===== config.mk =====
export PLATFORM = sky130hd
export DESIGN_NAME = mem_access_unit
export DESIGN_NICKNAME = d
export VERILOG_FILES = /design/src/rtl/mem_pkg.sv /design/src/rtl/load_ext.sv /design/src/rtl/mem_access_unit.sv
export SDC_FILE = /design/constraint.sdc
export NUM_CORES = 1
export LEC_CHECK = 0
export BUFFER_PORTS_ARGS = -buffer_cell sky130_fd_sc_hd__buf_2
export CAP_MARGIN = 20
export CORE_UTILIZATION = 47
export CTS_CLUSTER_SIZE = 20
export DETAILED_ROUTE_END_ITERATION = 6
export PLACE_DENSITY_LB_ADDON = 0.08
export SLEW_MARGIN = 20
export SYNTH_ARGS = -nofsm -noshare
export SYNTH_HDL_FRONTEND = slang
export SYNTH_SLANG_ARGS = --single-unit

===== constraint.sdc =====
create_clock -name clk -period 2.37 [get_ports clk]
set_input_delay 0.1185 -clock clk [delete_from_list [all_inputs] [get_ports clk]]
set_output_delay 0.1185 -clock clk [all_outputs]
set_load 0.005 [all_outputs]

===== src/rtl/mem_pkg.sv =====
`default_nettype none
// ============================================================================
//  Module   : mem_pkg
//  Purpose  : Shared opcodes, FSM state encoding, access-size type and
//             bus-field reset values for the memory access unit.
//  Revision : 1.0  initial release
// ============================================================================
package mem_pkg;

  // Load/store opcodes (instr[31:26])
  localparam logic [5:0] c_op_lw  = 6'b100011;
  localparam logic [5:0] c_op_lh  = 6'b100001;
  localparam logic [5:0] c_op_lhu = 6'b100101;
  localparam logic [5:0] c_op_lb  = 6'b100000;
  localparam logic [5:0] c_op_lbu = 6'b100100;
  localparam logic [5:0] c_op_sw  = 6'b101011;
  localparam logic [5:0] c_op_sh  = 6'b101001;
  localparam logic [5:0] c_op_sb  = 6'b101000;

  typedef enum logic [1:0] {
    S_IDLE = 2'd0,
    S_REQ  = 2'd1,
    S_DONE = 2'd2
  } state_t;

  typedef enum logic [1:0] {
    SZ_WORD = 2'd0,
    SZ_HALF = 2'd1,
    SZ_BYTE = 2'd2
  } size_t;

  // Bus-field reset values
  localparam logic        c_rst_we    = 1'b0;
  localparam logic [31:0] c_rst_addr  = 32'h0000_0000;
  localparam logic [3:0]  c_rst_be    = 4'b0000;
  localparam logic [31:0] c_rst_wdata = 32'h0000_0000;

  // Byte-enable pattern for an access of the given size at lane offset lo
  function automatic logic [3:0] f_byte_en(input size_t sz, input logic [1:0] lo);
    case (sz)
      SZ_WORD: return 4'b1111;
      SZ_HALF: return lo[1] ? 4'b1100 : 4'b0011;
      default: return 4'b0001 << lo;
    endcase
  endfunction

endpackage
`default_nettype wire


===== src/rtl/load_ext.sv =====
`default_nettype none
// ============================================================================
//  Module   : load_ext
//  Purpose  : Selects the addressed byte/half lane of a read word and sign-
//             or zero-extends it to 32 bits.
//  Revision : 1.0  initial release
// ============================================================================
module load_ext
  import mem_pkg::*;
(
  input  logic [31:0] i_rdata,
  input  logic [1:0]  i_lo,
  input  size_t       i_size,
  input  logic        i_signed,
  output logic [31:0] o_data
);

  logic [7:0]  w_byte;
  logic [15:0] w_half;

  // Lane select and extension
  always_comb begin
    case (i_lo)
      2'd0:    w_byte = i_rdata[7:0];
      2'd1:    w_byte = i_rdata[15:8];
      2'd2:    w_byte = i_rdata[23:16];
      default: w_byte = i_rdata[31:24];
    endcase
    w_half = i_lo[1] ? i_rdata[31:16] : i_rdata[15:0];
    case (i_size)
      SZ_HALF: o_data = {{16{i_signed & w_half[15]}}, w_half};
      SZ_BYTE: o_data = {{24{i_signed & w_byte[7]}}, w_byte};
      default: o_data = i_rdata;
    endcase
  end

endmodule
`default_nettype wire


===== src/rtl/mem_access_unit.sv =====
`default_nettype none
// ============================================================================
//  Module   : mem_access_unit
//  Purpose  : M-stage load/store controller. Issues one req/ack bus access
//             per memory instruction, stalls the pipeline until it completes,
//             and returns extended load data.
//  Options  : MEM_ALIGN_CHECK_EN - trap misaligned accesses (exc_adel/ades)
//             instead of masking the offending address bits.
//  Revision : 1.0  initial release
// ============================================================================
module mem_access_unit
  import mem_pkg::*;
#(
  parameter int BUS_TIMEOUT = 255
) (
  input  logic        clk,
  input  logic        reset,
  input  logic [31:0] M_pc,
  input  logic [31:0] M_instr,
  input  logic [31:0] M_ALUout,
  input  logic [31:0] M_rt_rd,
  output logic        mem_stall,
  output logic        bus_req,
  output logic        bus_we,
  output logic [31:0] bus_addr,
  output logic [3:0]  bus_be,
  output logic [31:0] bus_wdata,
  input  logic        bus_ack,
  input  logic [31:0] bus_rdata,
  output logic [31:0] M_rdata,
  output logic        bus_err,
  output logic        exc_adel,
  output logic        exc_ades,
  output logic [31:0] M_err_pc
);

  localparam int                 c_cnt_w    = $clog2(BUS_TIMEOUT + 1);
  localparam logic [c_cnt_w-1:0] c_cnt_last = c_cnt_w'(BUS_TIMEOUT - 1);

  state_t             r_state, w_next;
  logic [c_cnt_w-1:0] r_cnt;
  logic               r_we, r_signed, r_err;
  logic [31:0]        r_addr, r_wdata, r_rdata, r_err_pc;
  logic [3:0]         r_be;
  logic [1:0]         r_lo;
  size_t              r_size;

  logic        w_is_mem, w_is_store, w_signed, w_misalign, w_timeout, w_issue;
  size_t       w_size;
  logic [1:0]  w_lo;
  logic [31:0] w_wdata, w_ext;
  logic        w_unused;

  // Only the opcode field of the instruction matters here
  assign w_unused = &{1'b0, M_instr[25:0]};

  // Opcode decode
  always_comb begin
    w_is_mem   = 1'b0;
    w_is_store = 1'b0;
    w_size     = SZ_WORD;
    w_signed   = 1'b0;
    case (M_instr[31:26])
      c_op_lw:  w_is_mem = 1'b1;
      c_op_lh:  begin w_is_mem = 1'b1; w_size = SZ_HALF; w_signed = 1'b1; end
      c_op_lhu: begin w_is_mem = 1'b1; w_size = SZ_HALF; end
      c_op_lb:  begin w_is_mem = 1'b1; w_size = SZ_BYTE; w_signed = 1'b1; end
      c_op_lbu: begin w_is_mem = 1'b1; w_size = SZ_BYTE; end
      c_op_sw:  begin w_is_mem = 1'b1; w_is_store = 1'b1; end
      c_op_sh:  begin w_is_mem = 1'b1; w_is_store = 1'b1; w_size = SZ_HALF; end
      c_op_sb:  begin w_is_mem = 1'b1; w_is_store = 1'b1; w_size = SZ_BYTE; end
      default:  ;
    endcase
  end

`ifdef MEM_ALIGN_CHECK_EN
  assign w_lo       = M_ALUout[1:0];
  assign w_misalign = w_is_mem &&
                      (((w_size == SZ_WORD) && (w_lo != 2'b00)) ||
                       ((w_size == SZ_HALF) && w_lo[0]));
`else
  // Without trapping, misaligned low bits are simply dropped
  assign w_lo       = (w_size == SZ_WORD) ? 2'b00 :
                      (w_size == SZ_HALF) ? {M_ALUout[1], 1'b0} : M_ALUout[1:0];
  assign w_misalign = 1'b0;
`endif

  assign w_wdata = (w_size == SZ_WORD) ? M_rt_rd :
                   (w_size == SZ_HALF) ? {2{M_rt_rd[15:0]}} : {4{M_rt_rd[7:0]}};

  assign w_issue   = (r_state == S_IDLE) && w_is_mem && !w_misalign;
  assign w_timeout = (r_state == S_REQ) && !bus_ack && (r_cnt == c_cnt_last);

  load_ext u_load_ext (
    .i_rdata  (bus_rdata),
    .i_lo     (r_lo),
    .i_size   (r_size),
    .i_signed (r_signed),
    .o_data   (w_ext)
  );

  // State register
  always_ff @(posedge clk or negedge reset) begin
    if (!reset) r_state <= S_IDLE;
    else        r_state <= w_next;
  end

  // Next-state logic and stall
  always_comb begin
    w_next    = r_state;
    mem_stall = 1'b0;
    case (r_state)
      S_IDLE: begin
        mem_stall = w_is_mem;
        if (w_is_mem) w_next = w_misalign ? S_DONE : S_REQ;
      end
      S_REQ: begin
        mem_stall = 1'b1;
        if (bus_ack || w_timeout) w_next = S_DONE;
      end
      default: w_next = S_IDLE;
    endcase
  end

  // Bus fields and load-lane info latched when the request is issued
  always_ff @(posedge clk or negedge reset) begin
    if (!reset) begin
      r_we     <= c_rst_we;
      r_addr   <= c_rst_addr;
      r_be     <= c_rst_be;
      r_wdata  <= c_rst_wdata;
      r_lo     <= 2'b00;
      r_size   <= SZ_WORD;
      r_signed <= 1'b0;
    end else if (w_issue) begin
      r_we     <= w_is_store;
      r_addr   <= {M_ALUout[31:2], 2'b00};
      r_be     <= f_byte_en(w_size, w_lo);
      r_wdata  <= w_wdata;
      r_lo     <= w_lo;
      r_size   <= w_size;
      r_signed <= w_signed;
    end
  end

  // Timeout counter: cleared while idle, counts unacknowledged REQ cycles
  always_ff @(posedge clk or negedge reset) begin
    if (!reset)                              r_cnt <= '0;
    else if (r_state == S_IDLE)              r_cnt <= '0;
    else if ((r_state == S_REQ) && !bus_ack) r_cnt <= r_cnt + 1'b1;
  end

  // Load result, timeout pulse and faulting-PC capture (ack beats timeout)
  always_ff @(posedge clk or negedge reset) begin
    if (!reset) begin
      r_rdata  <= 32'h0;
      r_err    <= 1'b0;
      r_err_pc <= 32'h0;
    end else begin
      r_err <= 1'b0;
      if ((r_state == S_IDLE) && w_misalign) begin
        r_rdata  <= 32'h0;
        r_err_pc <= M_pc;
      end else if ((r_state == S_REQ) && bus_ack) begin
        r_rdata <= w_ext;
      end else if (w_timeout) begin
        r_rdata  <= 32'h0;
        r_err    <= 1'b1;
        r_err_pc <= M_pc;
      end
    end
  end

`ifdef MEM_ALIGN_CHECK_EN
  logic r_adel, r_ades;

  // Misalignment exception pulses, visible in the DONE cycle
  always_ff @(posedge clk or negedge reset) begin
    if (!reset) begin
      r_adel <= 1'b0;
      r_ades <= 1'b0;
    end else begin
      r_adel <= (r_state == S_IDLE) && w_misalign && !w_is_store;
      r_ades <= (r_state == S_IDLE) && w_misalign && w_is_store;
    end
  end

  assign exc_adel = r_adel;
  assign exc_ades = r_ades;
`else
  assign exc_adel = 1'b0;
  assign exc_ades = 1'b0;
`endif

  assign bus_req   = (r_state == S_REQ);
  assign bus_we    = r_we;
  assign bus_addr  = r_addr;
  assign bus_be    = r_be;
  assign bus_wdata = r_wdata;
  assign M_rdata   = r_rdata;
  assign bus_err   = r_err;
  assign M_err_pc  = r_err_pc;

endmodule
`default_nettype wire


# Word level (Yosys, flattened, before mapping)
# Index checks and enable logic that the tools add are counted.
# Widths: inputs -> output; s select.
totals:
  ff_bits: 147
  input_bits: 163
  elab_cells: 75
  mem_bits_ro: 0
  memories: 0
  latchBits: 0
  ram_bits: 0
op_classes:
  eq_ne: 17
  n_bitwise: 3
  mul: 0
  shift: 1
  n_addsub: 1
  n_reduce_logical: 18
  mux: 23
  order_cmp: 0
  n_div: 0
op_table:
  columns: ["cell", "n"]
  rows:
  - ["$mux 32", 4]
  - ["$pmux 32 s2", 1]
  - ["$eq 6x6->1 const B", 8]
  - ["$pmux 8 s3", 1]
  - ["$mux 16", 1]
  - ["$mux 8", 2]
  - ["$reduce_or 3->1", 3]
  - ["$add 8x1->8 const B", 1]
  - ["$eq 2x1->1 const B", 4]
  - ["$eq 8x8->1 const B", 1]
  - ["$pmux 2 s2", 2]
  - ["$pmux 4 s2", 1]
  - ["$reduce_or 8->1", 1]
  - ["$logic_not 2->1", 3]
  - ["$mux 1", 6]
  - ["$mux 2", 3]
  - ["$eq 2x2->1 const B", 2]
  - ["$logic_and 1x1->1", 4]
  - ["$mux 4", 1]
  - ["$reduce_and 2->1", 2]
  - ["$reduce_bool 2->1", 2]
  - ["$shl 1x2->4 const A", 1]
  - ["$and 1x1->1", 2]
  - ["$ne 2x1->1 const B", 1]
  - ["6 further kinds", 6]

# Logic depth before layout (Yosys ltp)
# Gate-level depths: netlist of the first run.
logic_depth:
  depth_word: 8
  mapped_depth: 8
  depth_no_buf: 6

# Cells and area by module
# From an unflattened synthesis of the first run, not the netlist that was laid out.
unflattened:
  hier_cells: 586
  hier_area_um2: 6747.7
modules_own_cells:
  columns: ["module", "seq_area_each_um2", "area_per_inst_um2", "n_inst", "cells_per_inst"]
  rows:
  - ["mem_access_unit", 3678.5, 6017.0, 1, 475]
  - ["load_ext", 0.0, 730.7, 1, 111]

# Worst setup path before layout of the first run
# No wires, ideal clock.
synth_timing:
  path_type: "flip-flop to flip-flop"
  from: "register r_size[0]"
  to: "register r_rdata[0], in the netlist M_rdata[0]"
  path_stages_with_launch: 7
  setup_ps: 132
  arrival_time_ps: 1657
  n_path_buf: 1
  path_slack_ps: 581
  cell_sequence: "dfrtp_1 -> ha_1 -> clkbuf_1 -> nor2b_1 -> a211o_1 -> a222oi_1 -> o2bb2ai_1"
synth_between:
  elab_chain_len: 3
  elab_cells_between_ends: 4
synth_lines:
  columns: ["item", "line_no", "rtl"]
  rows:
  - ["from (decl)", "mem_access_unit.sv:46", "size_t r_size;"]
  - ["from (signal assigned)", "mem_access_unit.sv:141", "r_size <= w_size;"]
  - ["$eq 2x2->1 or $eq 2x1->1 (tied branches)", "load_ext.sv:30", "case (i_size)"]
  - ["$pmux 32 s2 *", "load_ext.sv:30", null]
  - ["$mux 32 *", "mem_access_unit.sv:164", "end else if ((r_state == S_REQ) && bus_ack) begin"]
  - ["to (signal assigned)", "mem_access_unit.sv:165", "r_rdata <= w_ext;"]
  - ["to (decl)", "mem_access_unit.sv:43", "logic [31:0] r_addr, r_wdata, r_rdata, r_err_pc;"]
# Every way passes the cells marked *; elsewhere a longest branch is shown, timed or not.
# A chain may end at the register's enable or synchronous reset.

# Final worst setup path of the first run
layout_timing:
  from: "input port M_instr[28]"
  to: "register r_we, in the netlist bus_we"
layout_between:
  elab_chain_len: 4
  elab_cells_between_ends: 13
layout_lines:
  columns: ["item", "line_no", "rtl"]
  rows:
  - ["from (decl)", "mem_access_unit.sv:19", "input logic [31:0] M_instr,"]
  - ["$eq 6x6->1", "mem_access_unit.sv:63", "case (M_instr[31:26])"]
  - ["$reduce_or 8->1 (no source line)", null, null]
  - ["$mux 1", "mem_access_unit.sv:63", null]
  - ["$logic_and 1x1->1", "mem_access_unit.sv:91", "assign w_issue = (r_state == S_IDLE) && w_is_mem && !w_misalign;"]
  - ["to (signal assigned)", "mem_access_unit.sv:128", "r_we <= c_rst_we;"]
  - ["to (signal assigned)", "mem_access_unit.sv:136", "r_we <= w_is_store;"]
  - ["to (decl)", "mem_access_unit.sv:42", "logic r_we, r_signed, r_err;"]
# Several ways; a longest one is shown, not always the timed one.

==> impl_metrics.json, run 1 <==
{
  "status": "completed",
  "post-route-drc-count": 0,
  "drive_above_1_share_pct": 44.4,
  "seqPwrFrac_pct": 41.9,
  "slew_headroom_pct": 54.6,
  "gp_congestion": 0.845,
  "max_stage_delay_ns": 0.58,
  "final_hold_viol_count": 0,
  "die_height_um": 119,
  "synth_area_leader_cell": "dfrtp_1",
  "dr_total_vias": 5701,
  "netlist_area_um2": 6440,
  "fin_skew_ns": 0.0119,
  "die-width_um": 119,
  "power_switching_mw": 2.38,
  "cp.arrival_ns": 2.64,
  "layout_common_cells": "buf_2 (269), dfrtp_1 (147), dlygate4sd3_1 (108), mux2_2 (75), o21ai_0 (40)",
  "cts_buffers": 17,
  "p_leak_nw": 5.01,
  "antenna_found_initial": 1,
  "rows": 42,
  "slowest_stage": "dlygate4sd3_1",
  "post_synth_num_cell_types": 47,
  "ioPinCount": 301,
  "avgSynthCellArea_um2": 12.5,
  "synth-edff-count": 0,
  "crit_top_cell": "dlygate4sd3_1",
  "postSynthCellCount": 517,
  "grt_max_degree": 90,
  "powerDensity_nw_per_um2": 847,
  "synth-seq-cells": 147,
  "rsz0062_at_grt": "false",
  "place_ws_ns": 0.375,
  "drt-pass1-iter-count": 5,
  "synth_ff_type": "dfrtp_1",
  "post_cts_buffers": 0,
  "dieArea_um2": 14200,
  "drtAntennaViolNets": 0,
  "end_kind": "register",
  "root_buffer": "clkbuf_16",
  "grt_util_all_layers_pct": 28.3,
  "final_common_cell": "buf_2",
  "cts.sinks": 147,
  "finalMaxSlewViolations": 0,
  "ys_top_cells_by_area": "dfrtp_1 (57%), mux2_2 (13%), mux2i_1 (3.7%), o21ai_0 (3.1%), a221o_1 (2.5%)",
  "crit_required_ns": 2.73,
  "num-nets-final": 1058,
  "internal_power_mw": 5.78,
  "total_power_mw": 8.16,
  "clk_pin_slew_ns": 0.06,
  "crit_path_start_kind": "input pin",
  "hold_class": "input pin to register",
  "vdd_drop_max_uv": 648,
  "drt_iter0_markers": 372,
  "pwr-share-clk_pct": 32.3,
  "fmax_mhz": 439,
  "port_buffers": 270,
  "setup_violations": 0,
  "finalSetupTns_ns": 0,
  "cts.path.max_buffers": 2,
  "synth_top_area_share_pct": 57.1,
  "crit_path_cell_trace": "dlygate4sd3_1 -> buf_2 -> a21o_2 -> a211o_4 -> buf_12 -> o41ai_2 -> dlygate4sd3_1",
  "worstMarginPinSlew_ns": 0.681,
  "area_growth_pct": 49.6,
  "dpl.hpwl_um": 12400,
  "worst-setup-path-type": "input pin to register",
  "combinationalPowerShare_pct": 25.7,
  "routedWlPerCell_um": 17.9,
  "async_reset_ff_share_pct": 100,
  "finalCritPeriodShare_pct": 96.1,
  "swShare_pct": 29.1,
  "fp.coreArea_um2": 13300,
  "yosysSeqAreaShare_pct": 57.1,
  "grt_first_pass_wirelength_um": 30900,
  "clk-insertion-delay-late_ns": 0.43,
  "reg2reg_slack_ns": 0.10,
  "via_per_inst": 5.27,
  "cts_tree": "done",
  "grt_overflow": 0,
  "fin_ws_ns": 0.0933,
  "htree_levels": 4,
  "synth_warnings": 0,
  "crit_fanout": 89,
  "start_util_pct": 48.4,
  "period_minus_slack_ns": 2.28,
  "grt_pass1_vias": 6080,
  "max_cap_violations": 0,
  "routed_wl_um": 19300
}
-- kinds of logic after synthesis --
family,share of synthesized area [%]
flops,57.1
compound gates,14.3
mux,17.7
simple gates,5.83
buf+inv,4.06
fa+ha+maj,0.777
other cells,0.0583
xor+xnor,0.136
-- power by group through the flow --
stage          registers, mW  logic (mW)  clock network, mW
4_1_cts                 3.41        2.09               2.67
5_1_grt                 3.49        2.29               2.79
2_1_floorplan           3.46       0.881                  0
3_5_place_dp            3.44        1.94                  0
3_3_place_gp            3.42        1.89                  0
6_report                3.42        2.10               2.64
-- layout make-up --
type	instances	area [µm²]
diodes	1	2.50
clock buffers	19	443
clock inverters	13	136
fillers	898	3660
inverters	18	67.6
multi-input cells	318	2520
flip-flops and latches	147	3680
well taps	176	220
repair buffers	389	2560
-- path summary, 6_finish.rpt --
kind / cells after the start / to / start
setup reg to reg: 5 / bus_we / r_state[1]
hold / removal: 3 / M_rdata[3] / bus_rdata[3]
min in group asynchronous: 2 / M_rdata[10] / reset
hold reg to reg: 2 / bus_wdata[28] / bus_wdata[28]
max in group asynchronous: 3 / M_rdata[21] / reset
setup / recovery: 7 / bus_we / M_instr[28]
-- critical path, delay by kind of cell --
family / cells / cell delay (ns)
AOI/OAI and AO/OA: 3 / 1.01
buffers and inverters: 4 / 1.50
-- synthesized netlist by cell type (3+ instances only) --
cell type / count
a221o_1: 16
dfrtp_1: 147
o2bb2ai_1: 7
nand3_1: 7
a21o_1: 3
mux2_2: 75
nand2_1: 31
nor3_1: 9
clkbuf_1: 11
o21ai_0: 40
nand4_1: 3
a21oi_1: 29
buf_4: 7
o211ai_1: 4
o31ai_1: 4
inv_1: 18
nor2_1: 10
mux2i_1: 24
a22o_1: 10
buf_2: 17
ha_1: 4
a222oi_1: 7
nand2b_1: 3
-- metal layers --
| metal | GRT usage (%) | vias up | wire, µm |
|---|---|---|---|
| met4 | 12.6 | 0 | 665 |
| met5 | 0 | - | 0 |
| met1 | 32.5 | 2785 | 7410 |
| met3 | 9.15 | 51 | 1370 |
| li1 | - | 2626 | - |
| met2 | 48.0 | 239 | 9890 |
-- what timing repair did --
item / CTS / global route
hold buffers: 108 / 0
endpoints found under the hold margin: 176 / 0
resized for setup: 0 / 2
setup endpoints to repair: 0 / 1
-- stage by stage --
stage / hold WS (ns) / cells / util, % / cell area [µm²]
2_1_floorplan: -0.177 / 520 / - / 6450
3_3_place_gp: 0.173 / 940 / 59.9 / 7960
3_5_place_dp: 0.182 / 940 / 59.9 / 7960
4_1_cts: 0.000313 / 1080 / 72.3 / 9620
5_1_grt: 0.0203 / 1081 / 72.4 / 9630
6_report: 0.0125 / 1081 / 72.4 / 9630
-- sequential cells by signal, indices dropped and copies added, names as in the netlist --
signal	cells
bus_wdata	32
r_signed	1
r_state	2
M_rdata	32
bus_we	1
bus_addr	30
r_lo	2
bus_err	1
r_size	2
r_cnt	8
M_err_pc	32
bus_be	4
(Power assumes the default switching activity.)
==> run 2: changes to the inputs <==
Settings changed: BUFFER_PORTS_ARGS -buffer_cell sky130_fd_sc_hd__buf_2 to default, CORE_AREA from default to 2 2 117 119, CORE_UTILIZATION 47 to default, DIE_AREA from default to 0 0 119 121, DONT_BUFFER_PORTS from default to 1.
==> impl_metrics.json, run 2 (same netlist as run 1, synthesis figures left out) <==
{
  "status": "finished, violations left",
  "violations": "negative hold slack",
  "crit_fanout": 16,
  "drt_iter0_markers": 275,
  "grt_pass1_vias": 5142,
  "finalCritPeriodShare_pct": 86.9,
  "setup_violations": 0,
  "hold_class": "input pin to asynchronous set/reset pin",
  "reg2reg_from": "r_size[0]",
  "slew_headroom_pct": 25.3,
  "drtAntennaViolNets": 0,
  "num-nets-final": 811,
  "layout_common_cells": "dfrtp_1 (147), dlygate4sd3_1 (132), mux2_2 (75), o21ai_0 (40), nand2_1 (31)",
  "postCtsHoldBufs": 132,
  "port_buffers": 0,
  "post-route-drc-count": 0,
  "rows": 42,
  "cts.sinks": 147,
  "worstMarginPinSlew_ns": 1.12,
  "gp_congestion": 0.812,
  "cts_buffers": 17,
  "worst-setup-path-type": "register to register",
  "grt_first_pass_wirelength_um": 27100,
  "period_minus_slack_ns": 2.06,
  "total_power_mw": 7.29,
  "p_leak_nw": 3.93,
  "fin_skew_ns": 0.0108,
  "cts.path.max_buffers": 2,
  "final_hold_viol_count": 147,
  "regArea_um2": 3680,
  "start_util_pct": 49.2,
  "crit_path_start_kind": "register",
  "area_growth_pct": 31.0,
  "crit_path_start": "r_size[0]",
  "antenna_found_initial": 0,
  "end_kind": "register",
  "clk_pin_slew_ns": 0.06,
  "finalSetupTns_ns": 0,
  "finalMaxSlewViolations": 0,
  "fmax_mhz": 486,
  "dr_total_vias": 4753,
  "worstRegToRegCells": 5,
  "final_common_cell": "dfrtp_1",
  "crit_required_ns": 2.73,
  "vdd_drop_max_uv": 592,
  "dpl.hpwl_um": 11200,
  "grt_overflow": 0,
  "root_buffer": "clkbuf_16",
  "cts_resized": 0,
  "dieArea_um2": 14400,
  "multi_input_comb_area_um2": 2510,
  "powerDensity_nw_per_um2": 864,
  "cts_tree": "done",
  "reg2reg_to": "M_rdata[27]",
  "clk-insertion-delay-late_ns": 0.42,
  "routedWlPerCell_um": 20.8,
  "cp.arrival_ns": 2.41,
  "grt_max_degree": 148,
  "via_per_inst": 5.71,
  "fillers": 976,
  "rsz0062_at_grt": "false",
  "htree_levels": 4,
  "max_cap_violations": 0,
  "drive_above_1_share_pct": 19.4,
  "ioPinCount": 301,
  "reg2reg_slack_ns": 0.31,
  "grt_util_all_layers_pct": 24.3,
  "fp.coreArea_um2": 13100,
  "routed_wl_um": 17400,
  "drt-pass1-iter-count": 5,
  "die-width_um": 119,
  "holdWs_ns": -0.611,
  "die_height_um": 121
}
[run 2: changes by cell type in the layout (fill, tap and decap cells not counted), moves of 2 or more]
cell | before | now
buf_2 | 269 | 0
bufinv_16 | 2 | 0
clkinvlp_4 | 7 | 2
dlygate4sd3_1 | 108 | 132
inv_6 | 0 | 6
[run 2: layer usage]
metal / up-vias / GRT usage [%] / wire [µm]
met4: 0 / 9.00 / 338
met1: 2332 / 27.9 / 6650
met5: - / 0 / 0
li1: 2140 / - / -
met2: 253 / 40.2 / 8660
met3: 28 / 10.6 / 1720
[run 2: critical path: stages, from the launching register on]
cell and delay, ns:
dfrtp_1 0.38, inv_1 0.06, ha_1 0.31, inv_1 0.09, nor2_1 0.86, a221o_1 0.30
[run 2: final cells by class]
cell class              instances  share of cell area [%]
multi-input cells             318                    29.8
diodes                          1                  0.0297
flip-flops and latches        147                    43.6
clock buffers                  18                    5.09
clock inverters                13                    1.19
inverters                      18                   0.801
well taps                     176                    2.61
repair buffers                142                    16.9
[run 2: timing repair]
action,CTS,global route
hold endpoints to repair,282,147
endpoints found under the setup margin,0,0
buffers inserted,0,0
[run 2: worst max path at each step]
stage / to / slack [ns] / cells past startpoint
finish: M_rdata[27] / 0.31 / 5
global route: M_rdata[27] / 0.19 / 5
CTS: M_rdata[16] / 0.32 / 5
detailed placement: M_rdata[17] / 0.37 / 5
global placement: M_rdata[18] / 0.44 / 5
floorplan: M_rdata[0] / 0.58 / 6
[run 2: where the power goes]
| group | switching, mW | internal (mW) | total (mW) |
|---|---|---|---|
| clock network | 1.09 | 1.35 | 2.43 |
| registers | 0.533 | 3.09 | 3.62 |
| logic | 0.528 | 0.708 | 1.24 |
| total | 2.15 | 5.14 | 7.29 |
[run 2: per-stage QoR]
step | util (%) | instance area [µm²] | setup WS [ns] | std cells | hold WS, ns
after floorplan | - | 6450 | 0.581 | 520 | -0.177
after global placement | 50.3 | 6580 | 0.437 | 669 | -0.174
after detailed placement | 50.3 | 6580 | 0.371 | 669 | -0.174
after CTS | 64.4 | 8430 | 0.318 | 832 | -0.625
after global routing | 64.4 | 8430 | 0.186 | 832 | -0.635
final | 64.4 | 8430 | 0.311 | 833 | -0.611
==> run 3: changes to the inputs <==
Settings changed: ABC_AREA from default to 1, CORE_AREA 2 2 117 119 to 2 2 115 117, DIE_AREA 0 0 119 121 to 0 0 117 119, GPL_TIMING_DRIVEN from default to 0, SKIP_LAST_GASP from default to 1.
==> impl_metrics.json, run 3 <==
{
  "swShare_pct": 33.2,
  "instances_no_fill": 1276,
  "num-nets-final": 1254,
  "reg2reg_to": "M_rdata[13]",
  "clk-insertion-delay-late_ns": 0.42,
  "slew_headroom_pct": 61.8,
  "reg2reg_from": "r_size[0]",
  "fin_skew_ns": 0.0138,
  "netlist_area_um2": 7060,
  "crit_fanout": 16,
  "antenna_found_initial": 0,
  "final_common_cell": "nand2_1",
  "synth-seq-cells": 147,
  "synth_area_leader_cell": "dfrtp_1",
  "grt_pass1_vias": 6943,
  "synth_top_area_share_pct": 52.1,
  "avgSynthCellArea_um2": 7.59,
  "p_leak_nw": 4.89,
  "holdWs_ns": -0.606,
  "cts_buffers": 17,
  "dr_total_vias": 6912,
  "pwr-share-clk_pct": 33.5,
  "rows": 42,
  "final_hold_viol_count": 147,
  "worst-setup-path-type": "register to register",
  "fmax_mhz": 452,
  "ioPinCount": 301,
  "routed_wl_um": 22100,
  "combinationalPowerShare_pct": 20.8,
  "yosysSeqAreaShare_pct": 52.1,
  "async_reset_ff_share_pct": 100,
  "max_cap_violations": 0,
  "start_util_pct": 54.9,
  "crit_path_start_kind": "register",
  "port_buffers": 0,
  "dpl.hpwl_um": 14700,
  "post_synth_num_cell_types": 31,
  "post-synth-top-count-cell": "nand2_1",
  "dr_wl_met2_um": 10900,
  "synth_warnings": 0,
  "wl_met3_um": 2160,
  "post-route-drc-count": 0,
  "postSynthCellCount": 930,
  "wl_met1_um": 8280,
  "ys_top_cells_by_area": "dfrtp_1 (52%), nand2_1 (23%), o21ai_0 (3.8%), nand3_1 (3.3%), nor2_1 (3.0%)",
  "layout_common_cells": "nand2_1 (435), dfrtp_1 (147), dlygate4sd3_1 (136), nor2_1 (57), o21ai_0 (54)",
  "post_cts_buffers": 0,
  "clk_pin_slew_ns": 0.06,
  "fillers": 1002,
  "period_minus_slack_ns": 2.21,
  "die_height_um": 119,
  "die-width_um": 117,
  "gp_congestion": 0.918,
  "dp_cells": 1109,
  "finalMaxSlewViolations": 0,
  "dieArea_um2": 13900,
  "end_kind": "register",
  "setup_violations": 0,
  "cts_tree": "done",
  "finalCritPeriodShare_pct": 93.3,
  "grt_first_pass_wirelength_um": 34400,
  "cts.sinks": 147,
  "worstRegToRegCells": 9,
  "synth_commonest_cells": "nand2_1 (435), dfrtp_1 (147), nor2_1 (57)",
  "worstMarginPinSlew_ns": 0.574,
  "internal_power_mw": 5.59,
  "status": "finished, violations left",
  "cts.path.max_buffers": 2,
  "drtAntennaViolNets": 0,
  "n_antenna_cell": 0,
  "power_switching_mw": 2.78,
  "area_growth_pct": 31.3,
  "fp.coreArea_um2": 12900,
  "powerDensity_nw_per_um2": 902,
  "grt_overflow": 0,
  "grt_max_degree": 148,
  "routedWlPerCell_um": 17.3,
  "vdd_drop_max_uv": 547,
  "finalSetupTns_ns": 0,
  "seqPwrFrac_pct": 45.7,
  "hold_class": "input pin to asynchronous set/reset pin",
  "synth_ff_type": "dfrtp_1",
  "via_per_inst": 5.42,
  "htree_levels": 4,
  "postCtsHoldBufs": 136,
  "cp.arrival_ns": 2.52,
  "dr.max_layer_used": "met4",
  "drive_above_1_share_pct": 8.27,
  "rsz0062_at_grt": "true",
  "synth-edff-count": 0,
  "drt_iter0_markers": 631,
  "reg2reg_slack_ns": 0.16,
  "grt_util_all_layers_pct": 32.1,
  "violations": "negative hold slack",
  "drt-pass1-iter-count": 6,
  "crit_required_ns": 2.68,
  "root_buffer": "clkbuf_16"
}
run 3: cells by family (layout without fill, tap and decap cells):
family,count (synthesis),in the layout,synth area share (%)
fa+ha+maj,4,4,0.709
simple gates,578,578,33.2
compound gates,95,95,6.82
buf+inv,104,271,7.00
mux,1,1,0.142
flops,147,147,52.1
other cells,1,4,0.0531
run 3: worst max-delay path, stage by stage (launching register included):
cell and delay, ns:
dfrtp_1 0.34, inv_1 0.06, ha_1 0.27, buf_2 0.21, clkinvlp_4 0.30, nor2_1 0.17
nor2_1 0.06, nand2_1 0.09, dlygate4sd3_1 0.55, nand2_1 0.05
run 3: timing repair:
| action | 4_1_cts | 5_1_grt |
|---|---|---|
| endpoints found under the hold margin | 285 | 147 |
| endpoints found under the setup margin | 0 | 3 |
| resized for setup | 0 | 3 |
run 3: cell type report:
class | instances | area (µm²) | share of cell area [%]
Buffer | 48 | 285 | 3.08
Clock buffer | 19 | 443 | 4.78
Clock inverter | 13 | 173 | 1.86
Inverter | 55 | 210 | 2.27
Multi-Input combinational cell | 682 | 2900 | 31.3
Sequential cell | 147 | 3680 | 39.7
Tap cell | 176 | 220 | 2.37
Timing Repair Buffer | 136 | 1360 | 14.7
run 3: worst max path at each step:
stage                     slack (ns)  depth (start not counted)          end      start
final                           0.16                          9  M_rdata[13]  r_size[0]
after CTS                       0.03                         10  M_rdata[13]  r_size[0]
after global routing           -0.02                          9  M_rdata[13]  r_size[0]
after detailed placement        0.47                          9  M_rdata[23]  r_size[0]
after floorplan                 0.86                          9  M_rdata[13]  r_size[0]
after global placement          0.47                          9  M_rdata[23]  r_size[0]
run 3: power by group through the flow:
stage	Clock [mW]	Combinational (mW)	Sequential [mW]
2_1_floorplan	0	1.18	3.62
3_3_place_gp	0	1.44	3.83
3_5_place_dp	0	1.50	3.83
4_1_cts	2.84	1.70	3.81
5_1_grt	2.95	1.98	3.90
6_report	2.80	1.74	3.82
run 3: per-layer routing:
metal / up-vias / GRT usage (%)
li1: 3216 / -
met1: 3287 / 37.5
met2: 349 / 53.2
met3: 60 / 10.4
met4: 0 / 15.1
met5: - / 0
run 3: through the flow:
step	cell area, µm²	setup WS (ns)	util, %	hold slack (ns)	power, mW
2_1_floorplan	7070	0.859	-	-0.177	4.80
3_3_place_gp	7290	0.468	56.7	-0.174	5.27
3_5_place_dp	7290	0.469	56.7	-0.174	5.33
4_1_cts	9270	0.0326	72.0	-0.628	8.35
5_1_grt	9270	-0.0237	72.0	-0.630	8.82
6_report	9270	0.160	72.0	-0.606	8.36
